===== src/rtl/counter_arbiter.sv =====
// rtl/counter_arbiter.sv - two-requester arbiter sharing one 4-bit down-counter
// Moore FSM IDLE -> LOAD -> RUN -> DONE; grant and latched length are held for the whole interval.
module counter_arbiter #(
  parameter int RR_MODE = 1
) (
  input  logic       clk,
  input  logic       reset,
  input  logic [1:0] req,
  input  logic [3:0] len0,
  input  logic [3:0] len1,
  output logic [1:0] grant,
  output logic [3:0] count,
  output logic       busy,
  output logic [1:0] done
);

  typedef enum logic [1:0] {
    IDLE = 2'd0,
    LOAD = 2'd1,
    RUN  = 2'd2,
    DONE = 2'd3
  } state_t;

  state_t     state;
  state_t     state_nxt;
  logic       last;
  logic       win;
  logic [3:0] len_q;

  // win is the index of the requester that would be granted this cycle
  always_comb begin
    win = 1'b0;
    if (RR_MODE != 0) begin
      win = (req == 2'b11) ? ~last : req[1];
    end else begin
      win = ~req[0];
    end
  end

  always_ff @(posedge clk or posedge reset) begin
    if (reset) begin
      state <= IDLE;
    end else begin
      state <= state_nxt;
    end
  end

  always_comb begin
    state_nxt = state;
    case (state)
      IDLE:    if (|req) state_nxt = LOAD;
      LOAD:    state_nxt = RUN;
      RUN:     if (count == 4'd0) state_nxt = DONE;
      DONE:    state_nxt = IDLE;
      default: state_nxt = IDLE;
    endcase
  end

  // last starts at 1 so requester 0 wins the first tie
  always_ff @(posedge clk or posedge reset) begin
    if (reset) begin
      grant <= 2'b00;
      count <= 4'd0;
      len_q <= 4'd0;
      last  <= 1'b1;
    end else begin
      case (state)
        IDLE: begin
          if (|req) begin
            grant <= win ? 2'b10 : 2'b01;
            len_q <= win ? len1 : len0;
          end
        end
        LOAD: count <= len_q;
        RUN: begin
          if (count != 4'd0) count <= count - 4'd1;
        end
        DONE: begin
          last  <= grant[1];
          grant <= 2'b00;
        end
        default: grant <= 2'b00;
      endcase
    end
  end

  assign busy = (state != IDLE);
  assign done = (state == DONE) ? grant : 2'b00;

endmodule


===== config.mk =====
export PLATFORM = sky130hd
export DESIGN_NAME = counter_arbiter
export DESIGN_NICKNAME = d
export VERILOG_FILES = /design/src/rtl/counter_arbiter.sv
export SDC_FILE = /design/constraint.sdc
export NUM_CORES = 1
export LEC_CHECK = 0
export CORE_UTILIZATION = 27
export CTS_BUF_LIST = sky130_fd_sc_hd__clkbuf_4 sky130_fd_sc_hd__clkbuf_8
export CTS_CLUSTER_DIAMETER = 60
export DETAILED_ROUTE_END_ITERATION = 10
export HOLD_SLACK_MARGIN = 0.12
export MAX_ROUTING_LAYER = met4
export PLACE_DENSITY = 0.57
export SLEW_MARGIN = 20
export SYNTH_ARGS = -nofsm -noshare
export SYNTH_HDL_FRONTEND = slang
export SYNTH_SLANG_ARGS = --single-unit

===== constraint.sdc =====
create_clock -name clk -period 2.25 [get_ports clk]
set_input_delay 0.3375 -clock clk [delete_from_list [all_inputs] [get_ports clk]]
set_output_delay 0.3375 -clock clk [all_outputs]
set_load 0.05 [all_outputs]

-- Word-level counts from Yosys, hierarchy flattened
Index checks and enable logic that the tools add are counted.
- register bits: 13
- input bits: 12
- output and inout bits: 9
- logic and storage cells: 36
- $add $sub $neg: 1
- equal/unequal tests: 7
- mux-type cells: 11
- bitwise operators: 1
- reductions and logical operators: 11
- operators with widths (kind ; number):
    2-bit 2-to-1 mux ; 5
    4-bit 2-to-1 mux ; 2
    2-bit case mux with 4 select lines ; 1
    4-bit case mux with 2 select lines ; 1
    2-bit AND reduction ; 4
    2-bit equality test, second input constant ; 3
    2-bit inequality test, second input constant ; 3
    2-bit nonzero test ; 3
    4-bit zero test ; 1
    2-bit case mux with 2 select lines ; 1
    4-bit nonzero test ; 1
    4-bit by 1-bit subtractor with 4-bit output, second input constant ; 1
    2-bit by 1-bit equality test with 1-bit output, second input constant ; 1
    2-bit zero test ; 1
    2-bit OR reduction ; 1
    1-bit 2-to-1 mux ; 1
    1-bit NOT ; 1

-- Longest topological paths before layout
- word-level depth: 5
- gate-level depth with buffers: 6
- mapped depth without buffers: 5

-- Worst setup path before layout
No wires, ideal clock.
- path kind: reg-to-reg
- start: register count[1]
- end: register state[1]
- setup time: 0.128 ns
- data arrival time: 1.752 ns
- data required time: 2.122 ns
- path slack: 0.370 ns
- cell stages (with the launch flop): 6
- path buffers: 0
- period minus slack after synthesis: 1.880 ns
- path through: dfrtp_1 > inv_1 > ha_1 > or3b_4 > a21oi_2 > mux2_1
- longest elaborated chain between the ends: 3
- ends and longest elaborated chain (item ; line ; RTL):
    start, declared ; 12 ; output logic [3:0] count,
    start signal, assigned ; 74 ; LOAD: count <= len_q;
    start signal, assigned ; 76 ; if (count != 4'd0) count <= count - 4'd1;
    4-bit zero test ; 53 ; RUN: if (count == 4'd0) state_nxt = DONE;
    2-bit inequality test (no source line) ; n/a ;
    2-bit AND reduction (no source line) ; n/a ;
    end signal, assigned ; 44 ; state <= state_nxt;
    end, declared ; 24 ; state_t state;
No other way between the ends.
A chain may end at the register's enable or synchronous reset.

-- Worst setup path after layout
- start: register state[0]
- end: output done[0]
- longest elaborated chain between the ends: 2
- ends and longest elaborated chain (item ; line ; RTL):
    2-bit equality test ; 88 ; assign done = (state == DONE) ? grant : 2'b00;
    2-bit 2-to-1 mux ; 88 ;
    end, declared ; 14 ; output logic [1:0] done
No other way between the ends.

==> impl_metrics.json <==
{
  "clockBufferDepth": 2,
  "gp_congestion": 0.768,
  "drtPass1Iterations": 4,
  "clock_sinks": 13,
  "pwr_density_cell_nw_per_um2": 1480,
  "insertion_delay_ps": 280,
  "fin_crit_sh": 0.949,
  "setup.worst_path.class": "reg -> out",
  "period_minus_slack_ps": 2140,
  "status": "finished clean",
  "fin_tns_setup_ps": 0,
  "start_kind": "flop",
  "grt_start_max_net_pins": 15,
  "drv_slew": 0,
  "vdd_drop_max_v": 0.000800,
  "postSynthAreaPerCell_um2": 10.3,
  "synth.distinct_cells": 32,
  "syn_area_um2": 769,
  "synth_ff_type": "dfrtp_1",
  "coreArea_um2": 2590,
  "power.total_mw": 1.53,
  "rsz0062_at_grt": "false",
  "wl_per_cell_um": 12.2,
  "layout-drive-gt1-share": 0.102,
  "synth-seq-cells": 13,
  "clk_pin_slew_ps": 80,
  "numCtsBuffers": 3,
  "synth.most_common_cell": "dfrtp_1",
  "end_kind": "primary output",
  "hold_buffers": 0,
  "synth_edf_count": 0,
  "finalSetupViolCount": 0,
  "synth_top_area_frac": 0.390,
  "place.port_buffers": 20,
  "pre_cts_slack_ps": 374,
  "antenna_found_initial": 0,
  "yosysTopAreaCell": "dfrtp_1",
  "syn_inst": 75,
  "start_util": 0.297,
  "ys_seq_area_frac": 0.424,
  "grt_pass1_vias": 612,
  "die-height_um": 55.4,
  "wirelength_um": 1560,
  "async_flop_share": 1.00,
  "relSlewSlack": 0.663,
  "synth_area_leaders": "dfrtp_1, ha_1, a221o_1, and2_1, dfstp_2",
  "area_growth_pct": 34.3,
  "cts_root_buf": "clkbuf_4",
  "r2r_slack_ps": 500,
  "grt_pass1_wl_um": 2820,
  "ant_nets": 0,
  "hpwl_um": 1200,
  "grt_usage": 0.122,
  "overflow": 0,
  "vias": 631,
  "drv_cap": 0,
  "tightest_slew_ps": 505,
  "regToRegStartpoint": "count[1]",
  "postCtsSetupBuffers": 0,
  "crit_required_ps": 1910,
  "die-area_um2": 3070,
  "hold_path_class": "in -> async",
  "fmax_mhz": 468,
  "synthesis.nets": 93,
  "worstReg2RegEnd": "state[1]",
  "remaining_drc_errors": 0,
  "placementRows": 18,
  "path_max_fanout": 4,
  "ff2ff_path_depth": 5,
  "finClkSkew_ps": 10.4,
  "synth_warnings": 0,
  "fin_nets": 117,
  "finalHoldViolCount": 0,
  "yosys-top-cells-count": "dfrtp_1, inv_1, and2_1, ha_1",
  "ios": 21,
  "drtIter0Drc": 16,
  "diodes": 0,
  "leakagePower_nw": 0.469,
  "worst_slack_ps": 114,
  "die_x_um": 55.4,
  "worstPathArrival_ps": 1800,
  "cts_tree": "built",
  "vias_per_cell": 4.93,
  "cts.htree.levels": 1
}
report_power, final:
group	total (mW)	switching (mW)	internal [mW]
sequential	0.453	0.103	0.350
clock	0.159	0.0777	0.0809
combinational	0.922	0.524	0.397
critical path, stage by stage, from the launching register on:
cell,delay [ps]
dfrtp_1,400
ha_1,200
and2_1,130
clkdlybuf4s50_1,790
cell type report:
cell class,instances,area (µm²)
Clock buffer,4,30.0
Tap cell,30,37.5
Timing Repair Buffer,20,200
Inverter,7,26.3
Fill cell,254,1560
Sequential cell,13,327
Multi-Input combinational cell,54,413
through the flow:
stage,hold slack [ps],instance area (µm²),std cells,utilization
6_report,374,1030,128,0.399
3_3_place_gp,516,1000,124,0.386
3_5_place_dp,510,1000,124,0.386
5_1_grt,426,1030,128,0.399
4_1_cts,394,1030,128,0.398
2_1_floorplan,214,769,75,-
state kept, by name (all words and copies together), names as in the netlist:
name / cells
count: 4
last: 1
state: 2
len_q: 4
grant: 2
cell families (layout without fill, tap and decap cells):
| group | count (synthesis) | after routing | share of synthesized area |
|---|---|---|---|
| simple gates | 24 | 24 | 0.192 |
| fa+ha+maj | 6 | 6 | 0.0976 |
| compound gates | 22 | 22 | 0.218 |
| buf+inv | 8 | 31 | 0.0390 |
| mux | 2 | 2 | 0.0293 |
| flops | 13 | 13 | 0.424 |
timing repair:
action	in CTS	in global routing
endpoints found under the hold margin	0	0
endpoints found under the setup margin	0	1
gates resized for setup	0	1
worst max-delay path by stage:
stage                     startpoint       end  slack, ps
after detailed placement    state[0]   done[1]        370
after floorplan             count[1]  state[1]        370
after CTS                   state[0]   done[1]         60
after global placement      state[0]   done[1]        410
final                       state[0]   done[0]        110
after global routing        state[0]   done[0]         40
layout by cell type (no fill, tap or decap), types with 2 or more instances in the layout:
| cell type | instances |
|---|---|
| a21oi_1 | 3 |
| ha_1 | 6 |
| nor2b_1 | 2 |
| clkdlybuf4s50_1 | 18 |
| dfrtp_1 | 12 |
| nand2_1 | 4 |
| and2_1 | 6 |
| nor2_1 | 3 |
| a221o_1 | 4 |
| a21o_1 | 2 |
| clkbuf_4 | 4 |
| a22o_1 | 2 |
| nor3b_1 | 2 |
| inv_1 | 7 |
| a31oi_1 | 3 |
metal layers:
layer / GRT usage / up-vias / part of all wire
met5: - / - / 0
met4: 0.0429 / 0 / 0.012
met3: 0.0492 / 2 / 0.060
met2: 0.165 / 17 / 0.43
met1: 0.162 / 292 / 0.50
li1: - / 320 / -
Note: power is estimated with default switching activity, not from simulation.
